$ cat src/rtl/lcd_ctrl_if.sv
// lcd_ctrl_if -- bundles the character-write request port and the byte
// handshake to the HD44780 nibble driver.
//   slave  : the lcd_ctrl side (takes writes/clears, drives bytes to the driver)
//   master : the environment side (upstream client plus nibble driver)
// Signals:
//   wr_valid/wr_ready, wr_row, wr_col[3:0], wr_char[7:0]  character write
//   clr_req                                              clear pulse
//   ready                                                init sequence done
//   lcd_start, lcd_rs, lcd_data[7:0], lcd_busy           driver byte handshake
interface lcd_ctrl_if;
    logic       wr_valid;
    logic       wr_ready;
    logic       wr_row;
    logic [3:0] wr_col;
    logic [7:0] wr_char;
    logic       clr_req;
    logic       ready;
    logic       lcd_start;
    logic       lcd_rs;
    logic [7:0] lcd_data;
    logic       lcd_busy;

    modport slave (
        input  wr_valid, wr_row, wr_col, wr_char, clr_req, lcd_busy,
        output wr_ready, ready, lcd_start, lcd_rs, lcd_data
    );

    modport master (
        output wr_valid, wr_row, wr_col, wr_char, clr_req, lcd_busy,
        input  wr_ready, ready, lcd_start, lcd_rs, lcd_data
    );
endinterface

$ cat src/rtl/lcd_ctrl.sv
// lcd_ctrl -- upstream sequencer for a 4-bit HD44780 nibble driver.
// Waits out LCD power-up, sends the 4-bit init byte sequence, then turns
// character writes (row/col/char) and clear pulses into command/data bytes,
// one byte per start/busy handshake with the driver.
// Ports:
//   clk  system clock
//   rst  asynchronous active-high reset
//   bus  lcd_ctrl_if.slave (write port, clear, ready, driver handshake)
// Parameters: POWERUP_CYC, CLEAR_CYC, DISPLAY_CTRL, ENTRY_MODE.
// Optional feature: define LCD_ADDR_CACHE_EN to skip the DDRAM address byte
// when the write lands exactly where the panel cursor already is.
module lcd_ctrl #(
    parameter int unsigned POWERUP_CYC  = 480000,
    parameter int unsigned CLEAR_CYC    = 24000,
    parameter logic [7:0]  DISPLAY_CTRL = 8'h0C,
    parameter logic [7:0]  ENTRY_MODE   = 8'h06
) (
    input logic       clk,
    input logic       rst,
    lcd_ctrl_if.slave bus
);
    localparam int unsigned CNT_MAX = (POWERUP_CYC > CLEAR_CYC) ? POWERUP_CYC : CLEAR_CYC;
    localparam int          CNT_W   = $clog2(CNT_MAX + 1);
    localparam logic [7:0]  CMD_CLEAR = 8'h01;

    localparam logic [3:0] PWR_WAIT   = 4'd0;
    localparam logic [3:0] INIT_ISSUE = 4'd1;
    localparam logic [3:0] IDLE       = 4'd2;
    localparam logic [3:0] WR_ADDR    = 4'd3;
    localparam logic [3:0] WR_CHAR    = 4'd4;
    localparam logic [3:0] CLR_ISSUE  = 4'd5;
    localparam logic [3:0] SEND       = 4'd6;
    localparam logic [3:0] WAIT_ACK   = 4'd7;
    localparam logic [3:0] WAIT_DONE  = 4'd8;
    localparam logic [3:0] POST_DELAY = 4'd9;

    logic [3:0]       state, ret_state;
    logic [CNT_W-1:0] cnt;
    logic [2:0]       init_idx;
    logic             start_q, rs_q, ready_q, pend_clr;
    logic [7:0]       data_q;
    logic             row_q;
    logic [3:0]       col_q;
    logic [7:0]       char_q;
    logic             cur_row, cur_valid;
    logic [3:0]       cur_col;
    logic             wr_ready_c, clr_take, cache_miss, need_addr;

    function automatic logic [7:0] init_byte(input logic [2:0] idx);
        case (idx)
            3'd0:    return 8'h33;
            3'd1:    return 8'h32;
            3'd2:    return 8'h28;
            3'd3:    return DISPLAY_CTRL;
            3'd4:    return CMD_CLEAR;
            default: return ENTRY_MODE;
        endcase
    endfunction

    // Writes are only taken in IDLE with nothing else owed; a clear (new or
    // pending) always wins so the write stays pending behind it.
    assign wr_ready_c = (state == IDLE) && ready_q && !bus.clr_req && !pend_clr && !bus.lcd_busy;
    assign clr_take   = (state == IDLE) && ready_q && (bus.clr_req || pend_clr) && !bus.lcd_busy;

    assign cache_miss = !cur_valid || (bus.wr_row != cur_row) || (bus.wr_col != cur_col);
`ifdef LCD_ADDR_CACHE_EN
    assign need_addr = cache_miss;
`else
    logic unused_cache;
    assign unused_cache = cache_miss;
    assign need_addr    = 1'b1;
`endif

    assign bus.wr_ready  = wr_ready_c;
    assign bus.ready     = ready_q;
    assign bus.lcd_start = start_q;
    assign bus.lcd_rs    = rs_q;
    assign bus.lcd_data  = data_q;

    // Caller states (INIT_ISSUE, WR_ADDR, WR_CHAR, CLR_ISSUE) are re-entered
    // through ret_state once their byte has been fully sent. The first byte
    // of a write/clear is launched straight from IDLE to keep the
    // accept-to-start latency at one cycle.
    always_ff @(posedge clk or posedge rst) begin
        if (rst) begin
            state     <= PWR_WAIT;
            ret_state <= PWR_WAIT;
            cnt       <= '0;
            init_idx  <= '0;
            start_q   <= 1'b0;
            rs_q      <= 1'b0;
            data_q    <= '0;
            ready_q   <= 1'b0;
            pend_clr  <= 1'b0;
            row_q     <= 1'b0;
            col_q     <= '0;
            char_q    <= '0;
            cur_row   <= 1'b0;
            cur_col   <= '0;
            cur_valid <= 1'b0;
        end else begin
            start_q <= 1'b0;

            // Clear pulses that cannot be served right now collapse into one flag.
            if (clr_take)
                pend_clr <= 1'b0;
            else if (bus.clr_req)
                pend_clr <= 1'b1;

            case (state)
                PWR_WAIT: begin
                    if (cnt == CNT_W'(POWERUP_CYC - 1)) begin
                        cnt   <= '0;
                        state <= INIT_ISSUE;
                    end else begin
                        cnt <= cnt + CNT_W'(1);
                    end
                end
                INIT_ISSUE: begin
                    if (init_idx == 3'd6) begin
                        ready_q <= 1'b1;
                        state   <= IDLE;
                    end else if (!bus.lcd_busy) begin
                        rs_q      <= 1'b0;
                        data_q    <= init_byte(init_idx);
                        start_q   <= 1'b1;
                        init_idx  <= init_idx + 3'd1;
                        ret_state <= INIT_ISSUE;
                        state     <= SEND;
                    end
                end
                IDLE: begin
                    if (clr_take) begin
                        rs_q      <= 1'b0;
                        data_q    <= CMD_CLEAR;
                        start_q   <= 1'b1;
                        ret_state <= CLR_ISSUE;
                        state     <= SEND;
                    end else if (bus.wr_valid && wr_ready_c) begin
                        row_q   <= bus.wr_row;
                        col_q   <= bus.wr_col;
                        char_q  <= bus.wr_char;
                        start_q <= 1'b1;
                        state   <= SEND;
                        if (need_addr) begin
                            rs_q      <= 1'b0;
                            data_q    <= {1'b1, bus.wr_row, 2'b00, bus.wr_col};
                            ret_state <= WR_ADDR;
                        end else begin
                            rs_q      <= 1'b1;
                            data_q    <= bus.wr_char;
                            ret_state <= WR_CHAR;
                        end
                    end
                end
                WR_ADDR: begin
                    // Address byte done; follow with the character itself.
                    if (!bus.lcd_busy) begin
                        rs_q      <= 1'b1;
                        data_q    <= char_q;
                        start_q   <= 1'b1;
                        ret_state <= WR_CHAR;
                        state     <= SEND;
                    end
                end
                WR_CHAR: begin
                    // Panel DDRAM does not wrap at column 16, so a wrap
                    // invalidates the cursor and forces a re-address.
                    cur_row <= row_q;
                    if (col_q == 4'd15) begin
                        cur_col   <= '0;
                        cur_valid <= 1'b0;
                    end else begin
                        cur_col   <= col_q + 4'd1;
                        cur_valid <= 1'b1;
                    end
                    state <= IDLE;
                end
                CLR_ISSUE: begin
                    cur_row   <= 1'b0;
                    cur_col   <= '0;
                    cur_valid <= 1'b1;
                    state     <= IDLE;
                end
                SEND: begin
                    state <= bus.lcd_busy ? WAIT_DONE : WAIT_ACK;
                end
                WAIT_ACK: begin
                    if (bus.lcd_busy)
                        state <= WAIT_DONE;
                end
                WAIT_DONE: begin
                    if (!bus.lcd_busy) begin
                        // Every clear command needs the long execution wait.
                        if (!rs_q && data_q == CMD_CLEAR) begin
                            cnt   <= '0;
                            state <= POST_DELAY;
                        end else begin
                            state <= ret_state;
                        end
                    end
                end
                POST_DELAY: begin
                    if (cnt == CNT_W'(CLEAR_CYC - 1)) begin
                        cnt   <= '0;
                        state <= ret_state;
                    end else begin
                        cnt <= cnt + CNT_W'(1);
                    end
                end
                default: state <= PWR_WAIT;
            endcase
        end
    end
endmodule
$ cat src/flat_wrapper.sv
// flat-port wrapper written by rule: the top's interface ports become plain ports
module lcd_ctrl_flat 
#(
    parameter int unsigned POWERUP_CYC  = 480000,
    parameter int unsigned CLEAR_CYC    = 24000,
    parameter logic [7:0]  DISPLAY_CTRL = 8'h0C,
    parameter logic [7:0]  ENTRY_MODE   = 8'h06
)
  (clk, rst, bus_wr_valid, bus_wr_row, bus_wr_col, bus_wr_char, bus_clr_req, bus_lcd_busy, bus_wr_ready, bus_ready, bus_lcd_start, bus_lcd_rs, bus_lcd_data);
  lcd_ctrl_if bus_i ();
  input logic clk;
  input logic rst;
  input wire logic [$bits(bus_i.wr_valid)-1:0] bus_wr_valid;
  input wire logic [$bits(bus_i.wr_row)-1:0] bus_wr_row;
  input wire logic [$bits(bus_i.wr_col)-1:0] bus_wr_col;
  input wire logic [$bits(bus_i.wr_char)-1:0] bus_wr_char;
  input wire logic [$bits(bus_i.clr_req)-1:0] bus_clr_req;
  input wire logic [$bits(bus_i.lcd_busy)-1:0] bus_lcd_busy;
  output wire logic [$bits(bus_i.wr_ready)-1:0] bus_wr_ready;
  output wire logic [$bits(bus_i.ready)-1:0] bus_ready;
  output wire logic [$bits(bus_i.lcd_start)-1:0] bus_lcd_start;
  output wire logic [$bits(bus_i.lcd_rs)-1:0] bus_lcd_rs;
  output wire logic [$bits(bus_i.lcd_data)-1:0] bus_lcd_data;
  assign bus_i.wr_valid = bus_wr_valid;
  assign bus_i.wr_row = bus_wr_row;
  assign bus_i.wr_col = bus_wr_col;
  assign bus_i.wr_char = bus_wr_char;
  assign bus_i.clr_req = bus_clr_req;
  assign bus_i.lcd_busy = bus_lcd_busy;
  assign bus_wr_ready = bus_i.wr_ready;
  assign bus_ready = bus_i.ready;
  assign bus_lcd_start = bus_i.lcd_start;
  assign bus_lcd_rs = bus_i.lcd_rs;
  assign bus_lcd_data = bus_i.lcd_data;
  lcd_ctrl #(.POWERUP_CYC(POWERUP_CYC), .CLEAR_CYC(CLEAR_CYC), .DISPLAY_CTRL(DISPLAY_CTRL), .ENTRY_MODE(ENTRY_MODE)) u_core (.clk(clk), .rst(rst), .bus(bus_i));
endmodule
$ cat config.mk
export PLATFORM = sky130hd
export DESIGN_NAME = lcd_ctrl_flat
export DESIGN_NICKNAME = d
export VERILOG_FILES = /design/src/rtl/lcd_ctrl_if.sv /design/src/rtl/lcd_ctrl.sv /design/src/flat_wrapper.sv
export SDC_FILE = /design/constraint.sdc
export NUM_CORES = 1
export LEC_CHECK = 0
export ABC_AREA = 1
export BUFFER_PORTS_ARGS = -buffer_cell sky130_fd_sc_hd__buf_2
export CAP_MARGIN = 10
export CORE_UTILIZATION = 45
export CTS_CLUSTER_SIZE = 16
export DETAILED_ROUTE_END_ITERATION = 7
export PLACE_DENSITY_LB_ADDON = 0.05
export SLEW_MARGIN = 20
export SYNTH_ARGS = -nofsm -noshare
export SYNTH_HDL_FRONTEND = slang
export SYNTH_SLANG_ARGS = --single-unit
$ cat constraint.sdc
create_clock -name clk -period 1.4 [get_ports clk]
set_input_delay 0.07 -clock clk [delete_from_list [all_inputs] [get_ports clk]]
set_output_delay 0.07 -clock clk [all_outputs]
set_load 0.1 [all_outputs]
# == Word-level counts from Yosys, hierarchy flattened ==
# Cells that the tools add are included.
# op_classes
bitwise_logic,3
n_addsub,2
magnitude_cmp,0
n_shift,0
div,0
n_eq_ne,26
n_mux,42
reduce_logical,25
n_mul,0
# op_table
op,n
19-bit two-way mux,4
4-bit two-way mux,15
19-bit case mux with 3 select lines,1
8-bit two-way mux,5
4-bit case mux with 9 select lines,1
6-bit case mux with 5 select lines,1
8-bit case mux with 3 select lines,1
19-bit by 1-bit adder with 19-bit output (second input constant),1
19-bit by 15-bit == test with 1-bit output (second input constant),1
19-bit == test (second input constant),1
4-bit by 3-bit == test with 1-bit output (second input constant),4
4-bit case mux with 3 select lines,1
1-bit two-way mux,11
2-bit != test (second input constant),5
5-bit AND reduction,2
3-bit AND reduction,3
4-bit by 2-bit == test with 1-bit output (second input constant),2
4-bit == test (second input constant),2
8-bit by 1-bit == test with 1-bit output (second input constant),1
1-bit logical AND,8
3-bit by 2-bit == test with 1-bit output (second input constant),2
3-bit == test (second input constant),2
2-bit by 1-bit != test with 1-bit output (second input constant),3
1-bit case mux with 3 select lines,2
other kinds (13),19
# totals
latch_bits,0
romBits,0
ram_bits,0
input_bits,18
regBits,50
mem_count,0

# == Longest topological paths before layout ==
# Gate-level depths: netlist of the first run.
# depth
depth_word,9
ltp_mapped,11

# == Worst setup path after synthesis of the first run ==
# Ideal clock, no wire load.
# synth_path
kind,reg2out
startpoint,"register u_core.ready_q, in the netlist u_core.bus.ready"
endpoint,output port bus_wr_ready
t_arrival_ns,4.158
path_buffers,0
path_stages_with_launch,3
required_ns,1.330
path_slack_ns,-2.828
path_cell_list,dfrtp_1 inv_1 nor4_1
# synth_between
elab_chain_len,4
# synth_rtl
element,line_no,rtl
from (decl),lcd_ctrl.sv:40,"logic start_q, rs_q, ready_q, pend_clr;"
from (signal assigned),lcd_ctrl.sv:93,ready_q <= 1'b0;
from (signal assigned),lcd_ctrl.sv:121,ready_q <= 1'b1;
1-bit logical AND (4 in series),lcd_ctrl.sv:62,assign wr_ready_c = (state == IDLE) && ready_q && !bus.clr_req && !pend_clr && !bus.lcd_busy;
to (decl),flat_wrapper.sv:19,output wire logic [$bits(bus_i.wr_ready)-1:0] bus_wr_ready;
# Every way passes these cells.

# == Worst setup path in the final report of the first run ==
# layout_path
startpoint,register u_core.state[3]
endpoint,output port bus_wr_ready
# layout_between
elab_chain_len,5
# layout_rtl
element,line_no,rtl
from (decl),lcd_ctrl.sv:37,"logic [3:0] state, ret_state;"
from (signal assigned),lcd_ctrl.sv:186,state <= bus.lcd_busy ? WAIT_DONE : WAIT_ACK;
from (signal assigned),lcd_ctrl.sv:199,state <= ret_state;
from (signal assigned),lcd_ctrl.sv:206,state <= ret_state;
4-bit by 2-bit == test with 1-bit output,lcd_ctrl.sv:62,
1-bit logical AND (4 in series),lcd_ctrl.sv:62,
# Every way passes these cells.

==> results of run 1 <==
state kept, by name (all words and copies together), names as in the netlist:
register / count
u_core.cnt: 19
u_core.bus.lcd_data: 8
u_core.char_q: 8
u_core.state: 4
u_core.init_idx: 3
u_core.ret_state: 3
u_core.bus.lcd_rs: 1
u_core.bus.lcd_start: 1
u_core.bus.ready: 1
u_core.pend_clr: 1
cell usage after synthesis:
cell,number
nor2_2,8
xor2_1,1
nor3b_1,1
a22oi_1,2
a21oi_4,2
nor4_1,1
nor3_1,9
o21ai_1,1
ha_1,7
o21ai_0,15
and3_1,1
nand3_1,25
nand2_2,10
nand4_1,13
nand2_1,152
o211ai_1,5
buf_2,3
o21ai_2,1
clkbuf_1,1
nand2_4,1
inv_2,6
nor2_1,59
buf_6,3
nand3_2,3
nand3b_1,2
nor2_4,4
dfrtp_1,49
o21bai_1,2
inv_1,57
a21oi_1,4
nand3_4,2
power by group:
group	internal (mW)	switching (mW)	total [mW]
clock	0.375	0.570	0.946
sequential	1.42	0.00297	1.42
combinational	0.0486	0.0780	0.127
total	1.84	0.651	2.49
metal layers:
layer	GRT usage (%)	share of wire [%]	up-vias	wire, um
li1	-	-	1701	-
met1	29.4	40	1551	3650
met2	48.3	51	98	4730
met3	4.18	4.0	41	368
met4	15.5	5.4	0	498
met5	0	0	-	0
timing repair:
action	CTS	global route
hold buffers	9	0
setup endpoints to repair	45	49
buffers inserted	6	11
gates cloned	3	1
endpoints found under the hold margin	57	0
pin swaps	8	14
resized for setup	33	43
logic make-up (layout without fill, tap and decap cells):
kind of cell | after synthesis | count (layout) | synth area share (%)
adders and majority gates | 7 | 7 | 2.80
AOI/OAI and AO/OA | 32 | 32 | 6.67
DFF | 49 | 49 | 39.1
buffers and inverters | 70 | 214 | 9.23
and+or+nand+nor | 291 | 293 | 41.9
xor gates and xnor gates | 1 | 1 | 0.280
final cells by class:
class                   count  area, sq um
clock buffers               5         68.8
clock inverters             3         28.8
fillers                   539         1990
inverters                  63          250
multi-input cells         333         1960
flip-flops and latches     49         1250
well taps                  80          100
repair buffers            142         1100
repair inverters            1         7.51
metrics by stage:
stage          setup slack, ns  TNS, ns  area (sq um)  hold slack (ns)  cells
6_report                -0.292    -7.36          4760           0.0315    676
5_1_grt                 -0.350   -11.95          4760           0.0484    676
4_1_cts                 -0.313    -7.70          4510           0.0231    664
3_5_place_dp            -0.213    -6.33          4120            0.140    638
3_3_place_gp            -0.234    -5.49          4120            0.134    638
2_1_floorplan           -0.507    -6.38          3250            0.180    450
worst max-delay path: stages (launching register included):
cell     delay, ns
dfrtp_2       0.44
nor2_4        0.14
nand3_4       0.09
buf_6         0.12
nor4_4        0.30
buf_12        0.22
worst paths after layout:
kind | start | end | cells past startpoint
max in group asynchronous | rst | u_core.bus.ready | 4
worst max-delay path | u_core.state[3] | bus_wr_ready | 5
min in group asynchronous | rst | u_core.bus.lcd_start | 4
worst max register to register | u_core.state[3] | u_core.cnt[17] | 10
worst min register to register | u_core.char_q[0] | u_core.char_q[0] | 2
worst min-delay path | bus_wr_row | u_core.bus.lcd_data[6] | 3
==> impl_metrics.json, run 1 <==
{
  "initial_core_util_pct": 46.4,
  "crit_path_start_kind": "flip-flop",
  "synth_cells": 450,
  "ys_seq_area_share_pct": 39.1,
  "critPathRequiredTime_ns": 1.33,
  "tightest_slew_ns": 0.487,
  "globalplace.congestion": 0.892,
  "layout_common_cells": "nand2_1, buf_4, nor2_1",
  "dieArea_sq_mm": 0.00730,
  "dp_hpwl_mm": 6.48,
  "rsz0062_at_grt": "yes",
  "clk_pin_slew_ns": 0.11,
  "crit_path_end_kind": "output port",
  "outcome": "finished, violations left",
  "clock_latency_ns": 0.32,
  "cts_num_sinks": 49,
  "post_drt_via_cell_ratio": 5.02,
  "n_antenna_cell": 0,
  "yosys-top-cells-area": "dfrtp_1, nand2_1, nor2_1",
  "finalSetupViolCount": 47,
  "post-route-util_pct": 70.5,
  "io-pin-count": 30,
  "grt_usage_pct": 26.6,
  "failed_checks": "setup timing",
  "cts_tree": "done",
  "wl_per_cell_um": 13.7,
  "antenna_found_initial": 0,
  "ctsRootBufferMaster": "clkbuf_8",
  "synth.distinct_cells": 31,
  "syn-num-nets": 475,
  "reg2reg_slack_ns": -0.22,
  "path_max_fanout": 2,
  "drtIter0Drc": 108,
  "antenna_left": 0,
  "yosys.area.top_type_share_pct": 39.1,
  "vias": 3391,
  "maxCapViolCount": 0,
  "coreArea_sq_mm": 0.00676,
  "drive_gt1_share_pct": 40.8,
  "ir_drop_mv": 0.487,
  "final_common_cell": "nand2_1",
  "clock_skew_ns": 0.0124,
  "crit_type": "flip-flop to output port",
  "syn2layout_area_growth_pct": 52.0,
  "htreeDepth": 2,
  "period_minus_slack_ns": 1.69,
  "hp-class": "input pin to flip-flop",
  "synth_area_sq_mm": 0.00313,
  "routed_wl_mm": 9.25,
  "grt_pass1_wl_mm": 15.2,
  "numCtsBuffers": 5,
  "grt_start_max_net_pins": 50,
  "fmax_ghz": 0.591,
  "dieHeight_um": 85.4,
  "finalPower_mw": 2.49,
  "dr.pass1.iters": 4,
  "cellPowerDensity_mw_per_mm2": 524,
  "maxSlewViolCount": 0,
  "drcViolationCount": 0,
  "grt_pass1_vias": 3426,
  "fin_crit_sh_pct": 121,
  "num_rows": 30,
  "portBuffers": 29,
  "yosysTopAreaCell": "dfrtp_1",
  "die_x_um": 85.4,
  "layout.nets": 620,
  "setup_ws_ns": -0.292,
  "syn_area_per_cell_sq_um": 6.96,
  "leakage_nw": 2.53,
  "grt_overflow": 0,
  "slew-limit-headroom_pct": 67.8,
  "worst-endpoint-arrival_ns": 1.62,
  "cts_buffer_depth": 2,
  "ys_ff_latch": 49,
  "yosysWarnings": 0,
  "hold_violations": 0
}
No activity file was read; power rests on OpenSTA's default activity.
==> inputs of run 2 (changes only) <==
==> constraint.sdc (replaced) <==
create_clock -name clk -period 2.09 [get_ports clk]
set_input_delay 0.1045 -clock clk [delete_from_list [all_inputs] [get_ports clk]]
set_output_delay 0.1045 -clock clk [all_outputs]
set_load 0.1 [all_outputs]
==> run 2 against run 1 <==
  * The flow now finishes without violations
  * Sequential cell count is the same
  * Clock power shrank 36%
  * First-iteration DRC count shrank 16%
  * Critical path type unchanged
  * Largest cell class unchanged
  * Non-clock buffer count decreased by 101
  * Clock-buffer cell count is the same
  * Via count decreased by 17%
  * Worst setup slack better by 0.38 ns
  * Final cell count is 15% lower
  * Sequential share of layout area rose by 8.2 points
==> impl_metrics.json, run 2 (synthesis results as in run 1) <==
{
  "outcome": "finished, final reports clean",
  "critPathMaxStageDelay_ns": 0.47,
  "crit_type": "flip-flop to output port",
  "hold_violations": 0,
  "grt_start_max_net_pins": 27,
  "globalplace.congestion": 0.934,
  "r2r_start": "u_core.cnt[0]",
  "dieHeight_um": 85.4,
  "hp-start": "bus_clr_req",
  "sequentialPowerShare_pct": 58.1,
  "drcViolationCount": 0,
  "ir_drop_mv": 0.233,
  "drive_gt1_share_pct": 16.3,
  "r2r_cells": 8,
  "wl_per_cell_um": 12.9,
  "cts_buffer_depth": 2,
  "hp-class": "input pin to flip-flop",
  "dr.pass1.iters": 4,
  "portBuffers": 29,
  "finalPower_mw": 1.64,
  "fin_crit_sh_pct": 95.7,
  "io-pin-count": 30,
  "final_common_cell": "nand2_1",
  "maxCapViolCount": 0,
  "htreeDepth": 2,
  "antenna_found_initial": 0,
  "dp_hpwl_mm": 5.74,
  "leakage_nw": 1.99,
  "intPower_mw": 1.23,
  "post_drt_via_cell_ratio": 4.95,
  "cp_slowest_cell": "dfrtp_1",
  "rsz0062_at_grt": "no",
  "largest_reg_flops": 19,
  "rr_endpoint": "u_core.cnt[8]",
  "hold_path_end": "u_core.pend_clr",
  "period_minus_slack_ns": 2.00,
  "clock_skew_ns": 0.0124,
  "drtIter0Drc": 91,
  "pwr-share-comb_pct": 4.8,
  "filler_cell_count": 657,
  "cts_num_sinks": 49,
  "vias": 2831,
  "coreArea_sq_mm": 0.00676,
  "num_rows": 30,
  "maxSlewViolCount": 0,
  "tns_ns": 0,
  "initial_core_util_pct": 46.4,
  "p_clk_share_pct": 37.0,
  "tightest_slew_ns": 0.568,
  "grt_overflow": 0,
  "reg2reg_slack_ns": 0.25,
  "grt_usage_pct": 21.8,
  "fmax_ghz": 0.500,
  "routed_wl_mm": 7.39,
  "layout.nets": 516,
  "ctsRootBufferMaster": "clkbuf_8",
  "grt_pass1_wl_mm": 12.5,
  "clock_latency_ns": 0.31,
  "largest_register": "u_core.cnt",
  "antenna_left": 0,
  "switching_share_pct": 25.0,
  "grt_pass1_vias": 2805,
  "n_antenna_cell": 0,
  "path_cells": "nor2_4 -> nand3_4 -> nor4_4 -> buf_2",
  "dieArea_sq_mm": 0.00730,
  "finalSetupViolCount": 0,
  "p_switching_uw": 410,
  "cellPowerDensity_mw_per_mm2": 460,
  "path_max_fanout": 5,
  "hold_depth": 3,
  "crit_path_start_kind": "flip-flop",
  "fin_hold_ws_ns": 0.0702,
  "slew-limit-headroom_pct": 62.1,
  "cts_tree": "done",
  "syn2layout_area_growth_pct": 13.7,
  "layout_common_cells": "nand2_1, nor2_1, inv_1",
  "worst-endpoint-arrival_ns": 1.90,
  "critPathRequiredTime_ns": 1.99,
  "die_x_um": 85.4,
  "cts_setup_buffers": 0,
  "crit_path_end_kind": "output port",
  "clk_pin_slew_ns": 0.10,
  "numCtsBuffers": 5
}
## run 2: what timing repair did
item,CTS,global route
endpoints found under the setup margin,0,0
hold buffers,9,0
endpoints found under the hold margin,33,0
resized for setup,0,0
## run 2: power groups by stage
stage / Sequential [mW] / Combinational, mW / Clock [mW]
final: 0.953 / 0.0793 / 0.607
after global routing: 0.953 / 0.0871 / 0.663
after CTS: 0.953 / 0.0806 / 0.626
after detailed placement: 0.972 / 0.0680 / 0
after global placement: 0.972 / 0.0684 / 0
after floorplan: 0.985 / 0.0222 / 0
## run 2: critical path: cells and delay by family, from the launching register on
family                 cells  cell delay (ns)
buffers and inverters      1             0.46
and+or+nand+nor            3             0.66
DFF                        1             0.47
## run 2: layer usage
| metal | global-route usage [%] | part of all wire [%] | up-vias |
|---|---|---|---|
| met5 | 0 | 0 | - |
| met3 | 3.21 | 2.0 | 20 |
| li1 | - | - | 1496 |
| met4 | 9.70 | 3.2 | 0 |
| met1 | 25.1 | 44 | 1263 |
| met2 | 39.9 | 50 | 52 |
## run 2: layout make-up
| cell class | count | area [sq um] | share of cell area, % |
|---|---|---|---|
| Clock buffer | 5 | 68.8 | 1.93 |
| Clock inverter | 3 | 26.3 | 0.738 |
| Inverter | 63 | 236 | 6.64 |
| Multi-Input combinational cell | 331 | 1630 | 45.8 |
| Sequential cell | 49 | 1230 | 34.5 |
| Tap cell | 80 | 100 | 2.81 |
| Timing Repair Buffer | 41 | 270 | 7.59 |
## run 2: worst max-delay path by stage
| stage | start | endpoint | cells after the start |
|---|---|---|---|
| finish | u_core.state[3] | bus_wr_ready | 4 |
| global route | u_core.state[3] | bus_wr_ready | 4 |
| CTS | u_core.state[3] | bus_wr_ready | 4 |
| detailed placement | u_core.cnt[0] | u_core.cnt[8] | 8 |
| global placement | u_core.cnt[1] | u_core.cnt[2] | 8 |
| floorplan | u_core.bus.ready | bus_wr_ready | 2 |
## run 2: metrics by stage
stage,std cells,setup slack (ns),utilization [%],instance area (sq um)
after global routing,572,0.0113,52.7,3560
final,572,0.0892,52.7,3560
after detailed placement,555,0.281,50.0,3380
after CTS,572,0.0722,52.7,3560
after floorplan,450,0.0655,-,3150
after global placement,555,0.362,50.0,3380
